File: config.mk
export PLATFORM = sky130hd
export DESIGN_NAME = regfile_writeback_queue
export DESIGN_NICKNAME = d
export VERILOG_FILES = /design/src/rtl/regfile_writeback_queue.sv
export SDC_FILE = /design/constraint.sdc
export NUM_CORES = 1
export LEC_CHECK = 0
export ABC_AREA = 1
export BUFFER_PORTS_ARGS = -buffer_cell sky130_fd_sc_hd__buf_4
export CORE_MARGIN = 3
export CORE_UTILIZATION = 55
export CTS_BUF_LIST = sky130_fd_sc_hd__clkbuf_16
export DETAILED_ROUTE_END_ITERATION = 7
export GPL_TIMING_DRIVEN = 0
export PLACE_DENSITY = 0.82
export SLEW_MARGIN = 20
export SYNTH_ARGS = -nofsm -noshare
export SYNTH_HDL_FRONTEND = slang
export SYNTH_SLANG_ARGS = --single-unit
File: constraint.sdc
create_clock -name clock -period 3.6 [get_ports clock]
set_clock_uncertainty 0.2 [all_clocks]
set_input_delay 1.08 -clock clock [delete_from_list [all_inputs] [get_ports clock]]
set_output_delay 1.08 -clock clock [all_outputs]
set_load 0.005 [all_outputs]
File: src/rtl/regfile_writeback_queue.sv
// Register-file writeback queue: buffers byte/word write requests and issues them as
// dual-slot commands to the input decoder. Define WB_PAIR_EN to pair independent byte writes.
module regfile_writeback_queue #(
  parameter int DEPTH = 4,
  parameter int PTR_W = 2
) (
  input  logic             clock,
  input  logic             reset_n,
  input  logic             req_valid,
  output logic             req_ready,
  input  logic [3:0]       req_reg,
  input  logic [1:0]       req_byte_en,
  input  logic [15:0]      req_data,
  input  logic             wb_hold,
  input  logic             wb_flush,
  output logic [1:0]       wr_en,
  output logic [9:0]       wr_addr,
  output logic [15:0]      data_out,
  output logic [PTR_W:0]   count
);

  localparam int CNT_W = PTR_W + 1;
  localparam logic [CNT_W-1:0] DEPTH_C = CNT_W'(DEPTH);

  typedef struct packed {
    logic [3:0]  rg;
    logic [1:0]  be;
    logic [15:0] data;
  } wb_req_t;

  wb_req_t          mem [DEPTH];
  wb_req_t          head;
  logic [PTR_W-1:0] wr_ptr, rd_ptr;
  logic             push;
  logic [1:0]       pop_n;
  logic [1:0]       nx_en;
  logic [9:0]       nx_addr;
  logic [15:0]      nx_data;

  // Readiness comes from the registered count only, so a same-cycle pop never frees a slot early.
  assign req_ready = (count < DEPTH_C);
  assign push      = req_valid && req_ready && !wb_flush;
  assign head      = mem[rd_ptr];

`ifdef WB_PAIR_EN
  logic [PTR_W-1:0] rd_ptr_nx1;
  logic             sec_byte, pair_ok;
  assign rd_ptr_nx1 = rd_ptr + 1'b1;
  assign sec_byte   = (mem[rd_ptr_nx1].be == 2'b01) || (mem[rd_ptr_nx1].be == 2'b10);
  // Same reg and same byte must stay ordered; same reg with different bytes may share a cycle.
  assign pair_ok    = sec_byte && (count >= CNT_W'(2)) &&
                      !((mem[rd_ptr_nx1].rg == head.rg) && (mem[rd_ptr_nx1].be == head.be));
`endif

  always_ff @(posedge clock) begin
    if (push) mem[wr_ptr] <= '{rg: req_reg, be: req_byte_en, data: req_data};
  end

  always_comb begin
    pop_n   = 2'd0;
    nx_en   = 2'b00;
    nx_addr = '0;
    nx_data = '0;
    if (!wb_hold && (count != '0)) begin
      case (head.be)
        2'b11: begin
          pop_n   = 2'd1;
          nx_en   = 2'b11;
          nx_addr = {1'b1, head.rg, 1'b0, head.rg};
          nx_data = head.data;
        end
        2'b01, 2'b10: begin
          pop_n         = 2'd1;
          nx_en         = 2'b01;
          nx_addr[4:0]  = {head.be[1], head.rg};
          nx_data[7:0]  = head.data[7:0];
`ifdef WB_PAIR_EN
          if (pair_ok) begin
            pop_n         = 2'd2;
            nx_en         = 2'b11;
            nx_addr[9:5]  = {mem[rd_ptr_nx1].be[1], mem[rd_ptr_nx1].rg};
            nx_data[15:8] = mem[rd_ptr_nx1].data[7:0];
          end
`endif
        end
        // Null entries are discarded but still consume the issue slot.
        default: pop_n = 2'd1;
      endcase
    end
  end

  always_ff @(posedge clock or negedge reset_n) begin
    if (!reset_n) begin
      wr_ptr   <= '0;
      rd_ptr   <= '0;
      count    <= '0;
      wr_en    <= 2'b00;
      wr_addr  <= '0;
      data_out <= '0;
    end else if (wb_flush) begin
      wr_ptr   <= '0;
      rd_ptr   <= '0;
      count    <= '0;
      wr_en    <= 2'b00;
      wr_addr  <= '0;
      data_out <= '0;
    end else begin
      wr_ptr   <= wr_ptr + PTR_W'(push);
      rd_ptr   <= rd_ptr + PTR_W'(pop_n);
      count    <= count + CNT_W'(push) - CNT_W'(pop_n);
      wr_en    <= nx_en;
      wr_addr  <= nx_addr;
      data_out <= nx_data;
    end
  end

endmodule
## Word-level counts from Yosys, hierarchy flattened

Memory sizes are Yosys's and may differ from the RTL's.
Index checks and enable logic that the tools add are counted.
Widths: inputs -> output; s select.

| storage, ports and cells | value |
|---|---|
| ROM bits | 0 |
| output and inout port bits | 32 |
| register bits | 35 |
| latch bits | 0 |
| memories | 1 |
| logic and storage cells | 40 |
| RAM bits | 88 |

| cells by class | value |
|---|---|
| add/subtract/negate cells | 4 |
| $lt $le $gt $ge | 1 |
| shifts and indexed selects | 0 |
| bitwise logic cells | 0 |
| reduce and logical (&&, ||, !) cells | 8 |
| $mul | 0 |
| divide/modulo/power cells | 0 |
| multiplexer cells | 17 |
| equal/unequal tests | 3 |

Memory list:

| name | words | width | read ports | clocked after memory_dff | write ports | RTL line | RTL |
|---|---|---|---|---|---|---|---|
| mem | 4 | 22 | 1 | 0 | 1 | 31 | `wb_req_t mem [DEPTH];` |

Operators by type and width:

| kind | number |
|---|---|
| $mux 16 | 2 |
| $mux 10 | 2 |
| $mux 8 | 2 |
| $pmux 5 s2 | 1 |
| $mux 2 | 4 |
| $mux 5 | 1 |
| $eq 2x2->1 const B | 2 |
| $pmux 2 s2 | 1 |
| $add 3x1->3 | 1 |
| $logic_and 1x1->1 | 3 |
| $lt 3x3->1 const B | 1 |
| $mux 1 | 3 |
| $mux 3 | 1 |
| $reduce_bool 3->1 | 1 |
| $reduce_or 3->1 | 1 |
| $sub 3x2->3 | 1 |
| $add 2x1->2 | 1 |
| $add 2x2->2 | 1 |
| $eq 2x1->1 const B | 1 |
| $logic_not 1->1 | 2 |
| $reduce_or 2->1 | 1 |

## Logic depth before layout (Yosys ltp)

Gate-level depths: netlist (run 1).

| logic depth | value |
|---|---|
| depth in word-level cells | 6 |
| mapped depth | 12 |

## Worst setup path before layout (run 1)

No wires, ideal clock.

| timing path | value |
|---|---|
| path kind | input to register |
| start | in wb_flush |
| end | mem mem[0][0] (netlist name), enable pin |
| arrival | 2945 ps |
| path slack | 27 ps |
| required time | 2971 ps |
| stages on the path | 4 |
| cells stage by stage | buf_6 -> inv_2 -> nand3_2 -> nor3_1 |

| on the way | value |
|---|---|
| longest elaborated chain between the ends | 4 |

RTL lines:

| item | RTL line | RTL |
|---|---|---|
| start, declared | 15 | `input logic wb_flush,` |
| $logic_not 1->1 | 42 | `assign push = req_valid && req_ready && !wb_flush;` |
| $logic_and 1x1->1 | 42 |  |
| $mux 1 | 56 | `if (push) mem[wr_ptr] <= '{rg: req_reg, be: req_byte_en, data: req_data};` |
| $mux 1 (implied by the code) | 56 |  |
| end, declared | 31 |  |

No other way between the ends.

## Worst setup path in the final report (run 1)

| timing path | value |
|---|---|
| start | in wb_flush |
| end | reg count[2] |

| on the way | value |
|---|---|
| longest elaborated chain between the ends | 5 |

RTL lines:

| item | RTL line | RTL |
|---|---|---|
| $logic_not 1->1 | 42 |  |
| $logic_and 1x1->1 | 42 |  |
| $add 3x1->3 | 110 | `count <= count + CNT_W'(push) - CNT_W'(pop_n);` |
| $sub 3x2->3 | 110 |  |
| $mux 3 (*) | 100 | `end else if (wb_flush) begin` |
| end signal, assigned | 110 |  |
| end, declared | 19 | `output logic [PTR_W:0] count` |

Mark *: on every way between the ends. The rest lies on a longest branch, timed or not.

==> results.toml, run 1 <==
[clock_network]
clk_latency_ns = 0.41
hold_buffers = 0
h-tree-depth = 4
clockRootBuffer = "clkbuf_16"
cts_max_path_buffers = 2
cts_buffers = 17
cts.repair.resized = 0
path_clk_slew_ns = 0.05
cts_tree = "built"
clkSinkCount = 122
post_cts_buffers = 0

[timing]
maxSlewViolCount = 0
setup_viol = 0
max_freq_ghz = 0.402
min_period_ns = 2.49
hold_viol = 0
worstMarginPinSlew_ns = 0.742
rsz0062_at_grt = "false"
fin_crit_sh = 0.692
slew-limit-headroom = 0.503

[worst_setup_path]
slowest_stage = "fa_1"
cp_cell_sequence = "buf_6 > inv_2 > nand3_2 > ha_1 > inv_1 > ha_1 > inv_1 > fa_1 > a21oi_1 > nor2_1"
crit_family = "adder cells"
worst-setup-path-type = "in -> reg"
timing.critical_path.slowest_cell_delay_ns = 0.38
reg2regPathDepth = 11
crit_fanout = 8
worst-path-buf-inv = 4
cp-end-kind = "register"
required_ns = 3.70
critical_path_arrival_ns = 2.59
cp-start-kind = "primary input"
cp_num_cells = 10

[floorplan]
core_area_um2 = 8850
rows = 34
start_util = 0.575
die_w_um = 102
die_h_um = 102
die-area_um2 = 10400
io_pins = 59

[finish]
n_fill_cell = 579
area_growth_syn_to_layout_pct = 24.0
multi_input_comb_area_um2 = 1120
final_area_um2 = 6310
drive_gt1_frac = 0.305
num_antenna_cells = 0
seq_area_um2 = 3490
nets = 547

[logic_synthesis]
synth_top_area_frac = 0.519
synthTopCellsByArea = "edfxtp_1 (52%), dfrtp_1 (17%), inv_1 (6.2%), nand2_1 (6.0%), nand3_1 (3.0%)"
yosysUniqueCellTypes = 24
synth_ff_type = "edfxtp_1"
yosysMostFrequentCell = "edfxtp_1"
synth_cells = 428
synth_edf_count = 88
async_flop_share = 0.279
ys_seq_area_frac = 0.687
synthesis.area_um2 = 5090
syn_area_per_cell_um2 = 11.9
ys_ff_latch = 122
yosys-top-cells-count = "edfxtp_1 (88), inv_1 (84), nand2_1 (81)"
ys_warn_count = 0
yosysTopAreaCell = "edfxtp_1"
synthesis.nets = 463

[global_routing]
antenna_found_initial = 0
first_global_vias = 3450
grt_usage = 0.219
grt-ovfl-total = 0
grt_max_degree = 35
grt_pass1_wl_um = 16500

[pwr]
ir_worst_vdd_mv = 0.429
p_leak_nw = 2.93
powerDensity_nw_per_um2 = 681
finalPower_w = 0.00430

[route]
wl_per_cell_um = 16.7
drc = 0
antenna_left = 0
drt_iter0_markers = 194
viasPerCell = 5.19
m1WireLength_um = 4100
top_layer = "met4"
drtPass1Iterations = 4
wl_um = 10600
wl_met3_um = 778
via_count = 3285
met2_length_um = 5440

[placement]
port_buffers = 57
hpwl_um = 6710
gp_congestion = 0.758
place_area_um2 = 5740

[hold_path]
holdPathStages = 4
hold_path.class = "reg -> reg"

[outcome]
status = "finished clean"

[run]
max_cap_violations = 0
## logic make-up (layout without fill, tap and decap cells)
kind of cell,after synthesis,count (layout),share of synthesized area
adders and majority gates,8,8,0.0212
DFF,122,122,0.687
AOI/OAI and AO/OA,23,23,0.0278
and+or+nand+nor,167,167,0.165
xor gates and xnor gates,1,1,0.00172
buffers and inverters,107,204,0.0979
## final timing paths
check / from / endpoint / slack, ns
min: mem[0][19] / wr_addr[6] / 0.40
min reg2reg: mem[0][19] / wr_addr[6] / 0.40
min in group asynchronous: reset_n / data_out[3] / 0.42
max reg2reg: count[1] / count[2] / 1.27
max: wb_flush / count[2] / 1.11
max in group asynchronous: reset_n / data_out[9] / 2.46
## per-stage QoR
step	cells	setup WS, ns	util	setup TNS, ns	hold WS [ns]
finish	633	1.11	0.713	0	0.399
global placement	593	-1.21	0.639	-100.13	0.364
detailed placement	601	0.680	0.649	0	0.389
CTS	633	1.10	0.713	0	0.397
floorplan	428	0.0266	-	0	0.344
global route	633	1.02	0.713	0	0.427
## routing by layer
layer  track usage  up-vias
met4         0.106        0
li1              -     1533
met2         0.372      137
met3        0.0737       31
met1         0.247     1584
met5             0        -
## report_power, final
| group | switching (W) | internal (W) | leakage (nW) |
|---|---|---|---|
| sequential | 0.0000497 | 0.00161 | 1.27 |
| combinational | 0.000618 | 0.000382 | 1.38 |
| clock | 0.000574 | 0.00106 | 0.285 |
## placed cells by master, fill, tap and decap left out
| master | instances |
|---|---|
| bufinv_16 | 3 |
| nor3_2 | 4 |
| a21oi_2 | 7 |
| edfxtp_1 | 88 |
| nor2_8 | 1 |
| clkbuf_16 | 17 |
| fa_1 | 1 |
| xnor2_1 | 1 |
| nand2_2 | 19 |
| clkinv_1 | 6 |
| a21oi_1 | 11 |
| dfrtp_1 | 34 |
| buf_6 | 13 |
| buf_2 | 3 |
| nand3_1 | 31 |
| buf_4 | 66 |
| nand3_4 | 1 |
| o21ai_1 | 5 |
| nand4_1 | 1 |
| clkinvlp_4 | 1 |
| inv_1 | 87 |
| inv_4 | 1 |
| nor2_2 | 5 |
| ha_1 | 7 |
| nand3_2 | 12 |
| clkinv_2 | 2 |
| nand2_1 | 81 |
| inv_2 | 5 |
| nor2_1 | 12 |
## worst reg2reg max path, stage by stage (launching register included)
cell and delay, ns:
dfrtp_1 0.42, nor2_1 0.20, nand2_2 0.13, nand2_1 0.10, inv_1 0.08, ha_1 0.29
inv_1 0.06, ha_1 0.13, inv_1 0.05, fa_1 0.38, a21oi_1 0.12, nor2_1 0.06
## flip-flops by register name, summed over array words and instances, names as in the netlist
register / flops
count: 3
data_out: 16
mem: 88
rd_ptr: 2
wr_addr: 10
wr_en: 1
wr_ptr: 2
## cell type report
cell class | count | share of cell area
flip-flops and latches | 122 | 0.554
plain buffers | 17 | 0.0250
clock inverters | 15 | 0.0224
multi-input cells | 199 | 0.177
inverters | 90 | 0.0539
well taps | 108 | 0.0214
repair buffers | 65 | 0.0791
clock buffers | 17 | 0.0674
Note: power is estimated with default switching activity, not from simulation.
==> inputs of run 2 (changes only) <==
--- a/config.mk
+++ b/config.mk
@@ -8,11 +8,11 @@
 export ABC_AREA = 1
 export BUFFER_PORTS_ARGS = -buffer_cell sky130_fd_sc_hd__buf_4
 export CORE_MARGIN = 3
-export CORE_UTILIZATION = 55
+export CORE_UTILIZATION = 52
 export CTS_BUF_LIST = sky130_fd_sc_hd__clkbuf_16
 export DETAILED_ROUTE_END_ITERATION = 7
 export GPL_TIMING_DRIVEN = 0
-export PLACE_DENSITY = 0.82
+export PLACE_DENSITY = 0.81
 export SLEW_MARGIN = 20
 export SYNTH_ARGS = -nofsm -noshare
 export SYNTH_HDL_FRONTEND = slang
==> constraint.sdc (replaced) <==
create_clock -name clock -period 2.2 [get_ports clock]
set_clock_uncertainty 0.2 [all_clocks]
set_input_delay 0.66 -clock clock [delete_from_list [all_inputs] [get_ports clock]]
set_output_delay 0.66 -clock clock [all_outputs]
set_load 0.005 [all_outputs]
==> results.toml, run 2 (synthesis gave the netlist of run 1 again) <==
[finish]
stdcell_count = 654
final_cell_mix = "edfxtp_1 (88), inv_1 (83), nand2_1 (81)"
area_growth_syn_to_layout_pct = 26.5
drive_gt1_frac = 0.339
final_common_cell = "edfxtp_1"
nets = 547
seq_area_um2 = 3500
n_fill_cell = 675
multi_input_comb_area_um2 = 1220
largest-register = "mem"
largest_reg_flops = 88
final_util = 0.687
final_area_um2 = 6440
top_regs = "mem x88, data_out x16, wr_addr x10"
num_antenna_cells = 0

[route]
drt_iter0_markers = 240
drtPass1Iterations = 4
wl_um = 9820
viasPerCell = 4.81
via_count = 3143
antenna_left = 0
drc = 0
wl_per_cell_um = 15.0

[clock_network]
clockRootBuffer = "clkbuf_16"
cts_tree = "built"
cts_buffers = 17
cts_max_path_buffers = 2
path_clk_slew_ns = 0.05
clk_latency_ns = 0.40
hold_buffers = 0
h-tree-depth = 4
clkSinkCount = 122

[timing]
slew-limit-headroom = 0.512
maxSlewViolCount = 0
timing.hold.ws_ns = 0.0127
worstMarginPinSlew_ns = 0.729
fin_crit_sh = 0.965
max_freq_ghz = 0.471
hold_viol = 0
setup_viol = 0
rsz0062_at_grt = "true"
min_period_ns = 2.12

[global_routing]
grt_usage = 0.188
grt_max_degree = 35
grt-ovfl-total = 0
first_global_vias = 3175
antenna_found_initial = 0
grt_pass1_wl_um = 15500

[outcome]
status = "finished clean"

[pwr]
powerDensity_nw_per_um2 = 1060
p_leak_nw = 2.91
ir_worst_vdd_mv = 0.682

[worst_setup_path]
required_ns = 2.29
worst-setup-path-type = "reg -> reg"
crit_fanout = 4
cp-start-kind = "register"
cp-end-kind = "register"
critical_path_arrival_ns = 2.21

[floorplan]
rows = 35
die_h_um = 105
core_area_um2 = 9370
start_util = 0.543
die_w_um = 105
die-area_um2 = 11000
io_pins = 59

[placement]
port_buffers = 57
hpwl_um = 6550
gp_congestion = 0.720
dp.cells = 618
place_area_um2 = 5850

[run]
max_cap_violations = 0

[hold_path]
hold_path.class = "in -> async"
run 2: changes by cell type in the layout (fill, tap and decap cells not counted), sizes merged:
| cell | previous run | this run |
|---|---|---|
| bufinv | 3 | 0 |
| buf | 82 | 81 |
| clkbuf | 17 | 18 |
| inv | 93 | 91 |
| clkinvlp | 1 | 6 |
run 2: per-stage QoR:
step                setup slack [ns]  total power [W]  setup TNS [ns]
floorplan                    -0.0982          0.00391          -0.141
global placement              -0.408          0.00434          -35.62
detailed placement            -0.288          0.00442          -12.25
CTS                           0.0303          0.00679               0
global route                 -0.0303          0.00717         -0.0382
finish                        0.0774          0.00681               0
run 2: worst max-delay path: stages (launching register included):
cell and delay (ns):
dfrtp_2 0.44, nor2_4 0.16, nand2_4 0.09, nand2_1 0.08
inv_1 0.08, ha_4 0.22, inv_2 0.06, ha_4 0.11
inv_2 0.03, fa_2 0.50, nor2_1 0.04
run 2: repair_timing:
action                                 CTS  global route
pin swaps                                0             2
setup endpoints to repair                5            18
endpoints found under the hold margin    0             0
gates resized for setup                  3             9
setup buffers                            0             4
run 2: path summary, 6_finish.rpt:
| check | startpoint | endpoint | slack [ns] | depth (start not counted) |
|---|---|---|---|---|
| max in group asynchronous | reset_n | rd_ptr[0] | 1.45 | 1 |
| max reg2reg | count[1] | count[1] | 0.08 | 10 |
| min | reset_n | wr_addr[2] | 0.01 | 1 |
| min in group clock | req_data[4] | mem[2][4] | 0.26 | 1 |
| min reg2reg | mem[1][20] | wr_addr[7] | 0.40 | 4 |
| max | count[1] | count[1] | 0.08 | 10 |
run 2: layout make-up:
type / instances / share of cell area
clock inverter: 15 / 0.0136
clock buffer: 17 / 0.0661
inverter: 90 / 0.0540
timing repair buffer: 65 / 0.0824
sequential: 122 / 0.543
buffer: 17 / 0.0262
tap: 129 / 0.0251
multi-input combinational: 199 / 0.189
run 2: power by group:
group          switching (W)  internal (W)
clock network       0.000942       0.00141
logic                0.00103      0.000692
registers          0.0000928       0.00264
total                0.00207       0.00474
run 2: metal layers:
metal,vias to the layer above,track usage,share of wire
met5,-,0,0
met4,0,0.0778,0.017
met3,14,0.0525,0.058
met2,105,0.320,0.52
met1,1489,0.225,0.41
li1,1535,-,-
==> inputs of run 3 (changes only) <==
--- a/config.mk
+++ b/config.mk
@@ -13,6 +13,7 @@
 export DETAILED_ROUTE_END_ITERATION = 7
 export GPL_TIMING_DRIVEN = 0
 export PLACE_DENSITY = 0.81
+export REMOVE_ABC_BUFFERS = 1
 export SLEW_MARGIN = 20
 export SYNTH_ARGS = -nofsm -noshare
 export SYNTH_HDL_FRONTEND = slang
==> results.toml, run 3 (synthesis gave the netlist of run 1 again) <==
[floorplan]
io_pins = 59
core_area_um2 = 9370
rows = 35
die_w_um = 105
die_h_um = 105
die-area_um2 = 11000
start_util = 0.543

[finish]
final_cell_mix = "edfxtp_1 (88), inv_1 (84), nand2_1 (80)"
largest-register = "mem"
final_area_um2 = 6380
top_regs = "mem x88, data_out x16, wr_addr x10"
final_common_cell = "edfxtp_1"
drive_gt1_frac = 0.330
area_growth_syn_to_layout_pct = 25.5
nets = 544
largest_reg_flops = 88
final_util = 0.681
num_antenna_cells = 0

[worst_setup_path]
required_ns = 2.29
cp-startpoint = "count[2]"
slowest_stage = "fa_2"
cp-end-kind = "register"
r2r_start = "count[2]"
critical_path_arrival_ns = 2.22
cp-start-kind = "register"
worst-setup-path-type = "reg -> reg"
cp_cell_sequence = "nor2_2 > nand2_2 > nand2_2 > inv_1 > ha_1 > inv_1 > ha_1 > inv_1 > fa_2 > nor2_1"
regToRegSetupSlack_ns = 0.07
reg2regPathDepth = 10
crit_top_cell = "inv_1"
r2r-end = "count[1]"
crit_fanout = 4
timing.critical_path.slowest_cell_delay_ns = 0.52

[timing]
setup_viol = 0
max_freq_ghz = 0.469
slew-limit-headroom = 0.459
hold_viol = 0
fin_crit_sh = 0.970
setup_ws_ns = 0.0662
worstMarginPinSlew_ns = 0.810
min_period_ns = 2.13
maxSlewViolCount = 0

[route]
top_layer = "met4"
drc = 0
drtPass1Iterations = 5
wl_per_cell_um = 15.8
m1WireLength_um = 3740
met2_length_um = 5610
viasPerCell = 5.00
via_count = 3253
drt_iter0_markers = 181
wl_um = 10300
wl_met3_um = 698
antenna_left = 0

[clock_network]
cts_tree = "built"
cts_buffers = 17
clkSinkCount = 122
path_clk_slew_ns = 0.06
clk_latency_ns = 0.41
clockRootBuffer = "clkbuf_16"
h-tree-depth = 4
hold_buffers = 0
cts_max_path_buffers = 2

[run]
max_cap_violations = 0

[global_routing]
grt-ovfl-total = 0
grt_max_degree = 41
first_global_vias = 3385
antenna_found_initial = 0
grt_usage = 0.192
grt_pass1_wl_um = 15700

[outcome]
status = "finished clean"

[placement]
port_buffers = 58
hpwl_um = 6100
place_area_um2 = 5650
gp_congestion = 0.741
pre_cts_slack_ns = -0.524

[hold_path]
hold_path.class = "in -> async"

[pwr]
p_leak_nw = 2.92
ir_worst_vdd_mv = 0.643
powerDensity_nw_per_um2 = 1120
==> run 3: power by group <==
part / leakage [nW] / switching, W / internal, W
clock: 0.291 / 0.000993 / 0.00178
combinational: 1.37 / 0.000996 / 0.000628
sequential: 1.26 / 0.000115 / 0.00265
total: 2.92 / 0.00210 / 0.00506
==> run 3: layout make-up <==
| class | count | area, µm² |
|---|---|---|
| Sequential cell | 122 | 3500 |
| Fill cell | 643 | 2990 |
| Multi-Input combinational cell | 199 | 1150 |
| Timing Repair Buffer | 79 | 617 |
| Clock buffer | 17 | 425 |
| Inverter | 90 | 350 |
| Clock inverter | 15 | 176 |
| Tap cell | 129 | 161 |
==> run 3: layer usage <==
metal | track usage | up-vias
li1 | - | 1532
met1 | 0.206 | 1579
met2 | 0.329 | 120
met3 | 0.0710 | 22
met4 | 0.101 | 0
met5 | 0 | -
==> run 3: how the worst max path moves through the flow <==
stage and to:
2_1_floorplan mem[0][0], 3_3_place_gp mem[3][14], 3_5_place_dp data_out[9], 4_1_cts count[2], 5_1_grt count[1], 6_report count[1]
==> run 3: stage by stage <==
stage / hold slack, ns / power, W / setup TNS (ns) / instances
final: 0.00640 / 0.00716 / 0 / 651
after global routing: 0.0246 / 0.00750 / -0.0424 / 651
after CTS: 0.00775 / 0.00709 / 0 / 644
after detailed placement: 0.382 / 0.00423 / -28.62 / 609
after global placement: 0.361 / 0.00407 / -217.43 / 598
after floorplan: 0.164 / 0.00367 / -75.62 / 411
==> run 3: repair_timing <==
action,in CTS,in global routing
setup buffers,3,7
resized for setup,7,7
setup endpoints to repair,29,36
pin swaps,2,3
==> run 3: worst max-delay path: cells and delay by family (launching register included) <==
family / cells / cell delay (ns)
AND/OR/NAND/NOR: 4 / 0.34
flip-flops: 1 / 0.41
buffers and inverters: 3 / 0.17
adder cells (fa/ha/maj): 3 / 0.91
